[src/rtl/alu_seq.sv]
// Handshaked, registered ALU with accumulator, per-result {Z,N,C,V} flags and
// sticky flag accumulation. One-cycle latency, full throughput on valid/ready.
module alu_seq #(
    parameter int WIDTH  = 8,
    parameter bit STICKY = 1'b1
) (
    input  logic             clock,
    input  logic             reset_n,
    input  logic             in_valid,
    output logic             in_ready,
    input  logic [2:0]       in_op,
    input  logic [WIDTH-1:0] in_a,
    input  logic [WIDTH-1:0] in_b,
    input  logic             in_use_acc,
    output logic             out_valid,
    input  logic             out_ready,
    output logic [WIDTH-1:0] out_res,
    output logic [3:0]       out_flags,
    input  logic             flags_clr,
    output logic [3:0]       sticky_flags
);

    localparam logic [2:0] OP_ADD   = 3'b000;
    localparam logic [2:0] OP_SUB   = 3'b001;
    localparam logic [2:0] OP_AND   = 3'b010;
    localparam logic [2:0] OP_OR    = 3'b011;
    localparam logic [2:0] OP_XOR   = 3'b100;
    localparam logic [2:0] OP_NOR   = 3'b101;
    localparam logic [2:0] OP_SHL   = 3'b110;
    localparam logic [2:0] OP_PASSB = 3'b111;

    // Returns {R, Z, N, C, V}; SUB carry is the inverted borrow (set when A >= B).
    function automatic logic [WIDTH+3:0] alu_eval(
        input logic [2:0]       op,
        input logic [WIDTH-1:0] a,
        input logic [WIDTH-1:0] b
    );
        logic [WIDTH:0]   wide;
        logic [WIDTH-1:0] r;
        logic             c;
        logic             v;
        wide = {(WIDTH+1){1'b0}};
        r    = {WIDTH{1'b0}};
        c    = 1'b0;
        v    = 1'b0;
        case (op)
            OP_ADD: begin
                wide = {1'b0, a} + {1'b0, b};
                r    = wide[WIDTH-1:0];
                c    = wide[WIDTH];
                v    = (a[WIDTH-1] == b[WIDTH-1]) && (r[WIDTH-1] != a[WIDTH-1]);
            end
            OP_SUB: begin
                wide = {1'b0, a} - {1'b0, b};
                r    = wide[WIDTH-1:0];
                c    = ~wide[WIDTH];
                v    = (a[WIDTH-1] != b[WIDTH-1]) && (r[WIDTH-1] != a[WIDTH-1]);
            end
            OP_AND:   r = a & b;
            OP_OR:    r = a | b;
            OP_XOR:   r = a ^ b;
            OP_NOR:   r = ~(a | b);
            OP_SHL: begin
                r = {a[WIDTH-2:0], 1'b0};
                c = a[WIDTH-1];
            end
            OP_PASSB: r = b;
            default:  r = b;
        endcase
        return {r, (r == {WIDTH{1'b0}}), r[WIDTH-1], c, v};
    endfunction

    logic             out_valid_q, out_valid_d;
    logic [WIDTH-1:0] out_res_q,   out_res_d;
    logic [3:0]       out_flags_q, out_flags_d;
    logic [3:0]       sticky_q,    sticky_d;
    logic [WIDTH-1:0] acc_q,       acc_d;
    logic             accept_s;
    logic             consume_s;
    logic [WIDTH-1:0] opa_s;
    logic [WIDTH+3:0] eval_s;

    assign in_ready     = !out_valid_q || out_ready;
    assign out_valid    = out_valid_q;
    assign out_res      = out_res_q;
    assign out_flags    = out_flags_q;
    assign sticky_flags = sticky_q;

    // Handshake decode, ALU evaluation and next-state selection.
    always_comb begin
        accept_s    = in_valid && in_ready;
        consume_s   = out_valid_q && out_ready;
        opa_s       = in_use_acc ? acc_q : in_a;
        eval_s      = alu_eval(in_op, opa_s, in_b);
        out_valid_d = out_valid_q;
        out_res_d   = out_res_q;
        out_flags_d = out_flags_q;
        acc_d       = acc_q;
        sticky_d    = sticky_q;

        if (accept_s) begin
            out_valid_d = 1'b1;
            out_res_d   = eval_s[WIDTH+3:4];
            out_flags_d = eval_s[3:0];
            acc_d       = eval_s[WIDTH+3:4];
        end else if (consume_s) begin
            out_valid_d = 1'b0;
        end else begin
            out_valid_d = out_valid_q;
        end

        // A clear concurrent with an accept still records the new op's flags.
        if (!STICKY) begin
            sticky_d = 4'b0000;
        end else if (flags_clr && accept_s) begin
            sticky_d = eval_s[3:0];
        end else if (flags_clr) begin
            sticky_d = 4'b0000;
        end else if (accept_s) begin
            sticky_d = sticky_q | eval_s[3:0];
        end else begin
            sticky_d = sticky_q;
        end
    end

    // State registers; reset discards any pending result.
    always_ff @(posedge clock or negedge reset_n) begin
        if (!reset_n) begin
            out_valid_q <= 1'b0;
            out_res_q   <= {WIDTH{1'b0}};
            out_flags_q <= 4'b0000;
            sticky_q    <= 4'b0000;
            acc_q       <= {WIDTH{1'b0}};
        end else begin
            out_valid_q <= out_valid_d;
            out_res_q   <= out_res_d;
            out_flags_q <= out_flags_d;
            sticky_q    <= sticky_d;
            acc_q       <= acc_d;
        end
    end

endmodule

[config.mk]
export PLATFORM = sky130hd
export DESIGN_NAME = alu_seq
export DESIGN_NICKNAME = d
export VERILOG_FILES = /design/src/rtl/alu_seq.sv
export SDC_FILE = /design/constraint.sdc
export NUM_CORES = 1
export LEC_CHECK = 0
export CAP_MARGIN = 40
export CORE_MARGIN = 2
export CORE_UTILIZATION = 30
export CTS_CLUSTER_SIZE = 16
export DETAILED_ROUTE_END_ITERATION = 10
export PLACE_DENSITY = 0.49
export SLEW_MARGIN = 20
export SYNTH_ARGS = -nofsm -noshare
export SYNTH_HDL_FRONTEND = slang
export SYNTH_SLANG_ARGS = --single-unit
export TNS_END_PERCENT = 20
[constraint.sdc]
create_clock -name clock -period 3.29 [get_ports clock]
set_input_delay 0.8225 -clock clock [delete_from_list [all_inputs] [get_ports clock]]
set_output_delay 0.8225 -clock clock [all_outputs]
set_load 0.01 [all_outputs]
==> reports/summary.json <==
{
  "cts_buf_count": 3,
  "path_buf_inv": 2,
  "syn-num-nets": 320,
  "holdBufCountCts": 0,
  "synth_enable_flop_cells": 0,
  "synthArstFlopShare": 1.000,
  "ys_dominant_reg_cell": "sky130_fd_sc_hd__dfrtp_1",
  "fraction_of_layout_instances_using_a_drive_strength_above_1": 0.3215,
  "detailed_place.area_um2": 3189,
  "holdCritPathClass": "reg -> reg",
  "routed_wirelength_um": 7118,
  "max_cap_viol_count": 0,
  "routed_wire_length_per_instance_um": 15.27,
  "grt_antenna_before_repair": 0,
  "ys_types": 62,
  "ys_seq_area_frac": 0.1780,
  "leakage_nw": 1.619,
  "fmaxAchievable_ghz": 0.3158,
  "detail_route.first_pass.iterations": 4,
  "synth_commonest_cells": "29 x sky130_fd_sc_hd__ha_1, 25 x sky130_fd_sc_hd__inv_1, 21 x sky130_fd_sc_hd__nand2_1",
  "layoutNonFillerInstCount": 466,
  "outcome": "finished, final reports clean",
  "worst_setup_sp_type": "input pin",
  "grt_pass1_vias": 2394,
  "yosysTopAreaCell": "sky130_fd_sc_hd__dfrtp_1",
  "cp_top_family": "compound AO/OA/AOI/OAI gates",
  "grt_pass1_wl_um": 11890,
  "insertedDiodeCount": 0,
  "num_io_pins": 43,
  "layout.filler_cells": 699,
  "postSynthCellCount": 264,
  "slew_headroom": 0.6690,
  "antenna_left": 0,
  "grt_start_max_net_pins": 24,
  "worst-endpoint-arrival_ns": 3.32,
  "final_cell_area_um2": 3485,
  "critPathSlowestCell": "sky130_fd_sc_hd__clkdlybuf4s50_1",
  "dp.cells": 459,
  "dp_hpwl_um": 5727,
  "max-vdd-ir-drop_mv": 0.2053,
  "fin_worst_hold_slack_ns": 0.4851,
  "gp_weighted_congestion": 0.8493,
  "cts_tree": "built",
  "clk-insertion-delay-late_ns": 0.25,
  "setup-violations-final": 0,
  "chipHeight_um": 90.60,
  "worstPathCellList": "clkdlybuf4s50_1 -> mux2_2 -> inv_1 -> ha_1 -> nand2b_1 -> o311ai_4 -> a2111oi_4 -> nor4_2 -> or3_4 -> o41ai_2",
  "total_drc_errors_in_the_routed_layout": 0,
  "detailroute.via_count": 2286,
  "htreeDepth": 1,
  "setup-tns-final_ns": 0,
  "globalRouteOverflowTotal": 0,
  "crit_path_end_kind": "flip-flop",
  "nNetsFinal": 424,
  "critical_path_required_ns": 3.44,
  "seq_area_um2": 400.4,
  "worst_pin_slew_ns": 0.4901,
  "chipWidth_um": 90.60,
  "clk_path_buf_depth": 2,
  "initial_utilization": 0.3102,
  "cp_slowest_stage_delay_ns": 0.41,
  "critPathKind": "in -> reg",
  "yosys.cell_count.top_type": "sky130_fd_sc_hd__ha_1",
  "period_minus_slack_ns": 3.167,
  "post_drt_via_cell_ratio": 4.906,
  "post_synth.cell_area_avg_um2": 8.521,
  "final_hold_viol_count": 0,
  "cts-root-buf": "sky130_fd_sc_hd__clkbuf_8",
  "number_of_clock_sinks_seen_by_cts": 16,
  "final_min_period_over_clock_period": 0.9625,
  "area_growth_pct": 54.89,
  "synth_seq_cells": 16,
  "yosys.area.top_type_share": 0.1780,
  "cts.reportedPaths.clkPinSlew_ns": 0.06,
  "die_footprint_um2": 8207,
  "final_util": 0.4804,
  "ys_top_cells_by_area": "sky130_fd_sc_hd__dfrtp_1 18%, sky130_fd_sc_hd__ha_1 16%, sky130_fd_sc_hd__mux2i_1 4.4%",
  "worst_clock_skew_ns": 0.003779,
  "multi_input_comb_area_um2": 1817,
  "post_synth_instance_area_um2": 2250,
  "power.density_nw_per_um2": 368.8,
  "maxSlewViolCount": 0,
  "area_of_the_core_region_um2": 7253,
  "grt.total_usage": 0.1758,
  "timing.critical_path.fanout_max": 4,
  "dr.first_iter.drc_count": 103,
  "placementRows": 31,
  "port_buffers": 42,
  "yosysWarningCount": 0
}
[path summary, 6_finish.rpt]
| path | slack (ns) | cells past startpoint | from | to |
|---|---|---|---|---|
| min in group asynchronous | 0.76 | 1 | reset_n | acc_q[1]$_DFFE_PN0P_ |
| setup reg to reg | 0.59 | 12 | acc_q[2]$_DFFE_PN0P_ | out_flags[3]$_DFFE_PN0P_ |
| hold reg to reg | 0.49 | 1 | sticky_flags[1]$_DFFE_PN0P_ | sticky_flags[1]$_DFFE_PN0P_ |
| max in group asynchronous | 2.20 | 2 | reset_n | sticky_flags[3]$_DFFE_PN0P_ |
| hold / removal | 0.49 | 1 | sticky_flags[1]$_DFFE_PN0P_ | sticky_flags[1]$_DFFE_PN0P_ |
| setup / recovery | 0.12 | 10 | in_a[4] | out_flags[3]$_DFFE_PN0P_ |
[registers in the layout, summed over array words and instances (netlist names)]
name and count:
acc_q 7, out_flags 4, sticky_flags 4, out_valid 1
[power by group]
| group | switching (mW) | internal [mW] |
|---|---|---|
| registers | 0.0279 | 0.229 |
| logic | 0.398 | 0.453 |
| clock network | 0.0714 | 0.106 |
[per-layer routing]
metal | GRT usage | up-vias | share of wire | wire (um)
met2 | 0.2985 | 40 | 0.50 | 3529
met1 | 0.2337 | 1075 | 0.46 | 3253
met3 | 0.02838 | 11 | 0.031 | 219
met4 | 0.03974 | 0 | 0.016 | 116
met5 | 0 | - | 0 | 0
li1 | - | 1160 | - | -
[through the flow]
stage / setup WS (ns) / total power [mW]
2_1_floorplan: 0.02882 / 0.6520
3_3_place_gp: -0.6953 / 1.019
3_5_place_dp: -0.7382 / 1.017
4_1_cts: 0.007804 / 1.222
5_1_grt: -0.001717 / 1.385
6_report: 0.1235 / 1.285
[layout make-up]
cell class                 instances  area share
inverter                          26     0.02801
clock buffer                       4     0.01580
sequential                        16      0.1149
timing repair buffer             112      0.2844
tap                               99     0.03555
multi-input combinational        209      0.5214
[worst register-to-register path: cells and delay by family (launching register included)]
family | cells | cell delay, ns
compound gates | 5 | 1.01
xor+xnor | 1 | 0.13
fa+ha+maj | 1 | 0.20
buf+inv | 4 | 0.56
flops | 1 | 0.39
mux | 1 | 0.31
[placed cells by master (no fill, tap or decap), types with 3 or more instances in the layout]
| cell | n |
|---|---|
| sky130_fd_sc_hd__a211oi_1 | 3 |
| sky130_fd_sc_hd__nor3b_1 | 3 |
| sky130_fd_sc_hd__a21oi_1 | 9 |
| sky130_fd_sc_hd__o211ai_1 | 4 |
| sky130_fd_sc_hd__nand3b_1 | 5 |
| sky130_fd_sc_hd__clkdlybuf4s50_1 | 38 |
| sky130_fd_sc_hd__buf_4 | 65 |
| sky130_fd_sc_hd__mux2i_1 | 8 |
| sky130_fd_sc_hd__nor2b_1 | 4 |
| sky130_fd_sc_hd__nand2b_1 | 7 |
| sky130_fd_sc_hd__nand2_1 | 21 |
| sky130_fd_sc_hd__clkbuf_8 | 4 |
| sky130_fd_sc_hd__o21a_1 | 3 |
| sky130_fd_sc_hd__nor2_1 | 14 |
| sky130_fd_sc_hd__nor3_1 | 4 |
| sky130_fd_sc_hd__dlymetal6s2s_1 | 3 |
| sky130_fd_sc_hd__and3_1 | 3 |
| sky130_fd_sc_hd__dfrtp_1 | 16 |
| sky130_fd_sc_hd__mux2_2 | 8 |
| sky130_fd_sc_hd__xor2_1 | 4 |
| sky130_fd_sc_hd__a21o_1 | 5 |
| sky130_fd_sc_hd__ha_1 | 25 |
| sky130_fd_sc_hd__o221ai_1 | 3 |
| sky130_fd_sc_hd__o21ai_0 | 12 |
| sky130_fd_sc_hd__inv_1 | 24 |
[cell families (layout without fill, tap and decap cells)]
group	after synthesis	in the layout	synth area share
muxes	20	20	0.1012
buffers and inverters	39	142	0.1046
and+or+nand+nor	80	80	0.1874
adders and majority gates	31	31	0.1791
AOI/OAI and AO/OA	72	72	0.2264
DFF	16	16	0.1780
xor gates and xnor gates	6	6	0.02336
[repair_timing]
action,4_1_cts,5_1_grt
pin swaps,1,11
buffers inserted,0,2
setup endpoints to repair,12,7
gates resized for setup,16,30
Note: power is estimated with default switching activity, not from simulation.
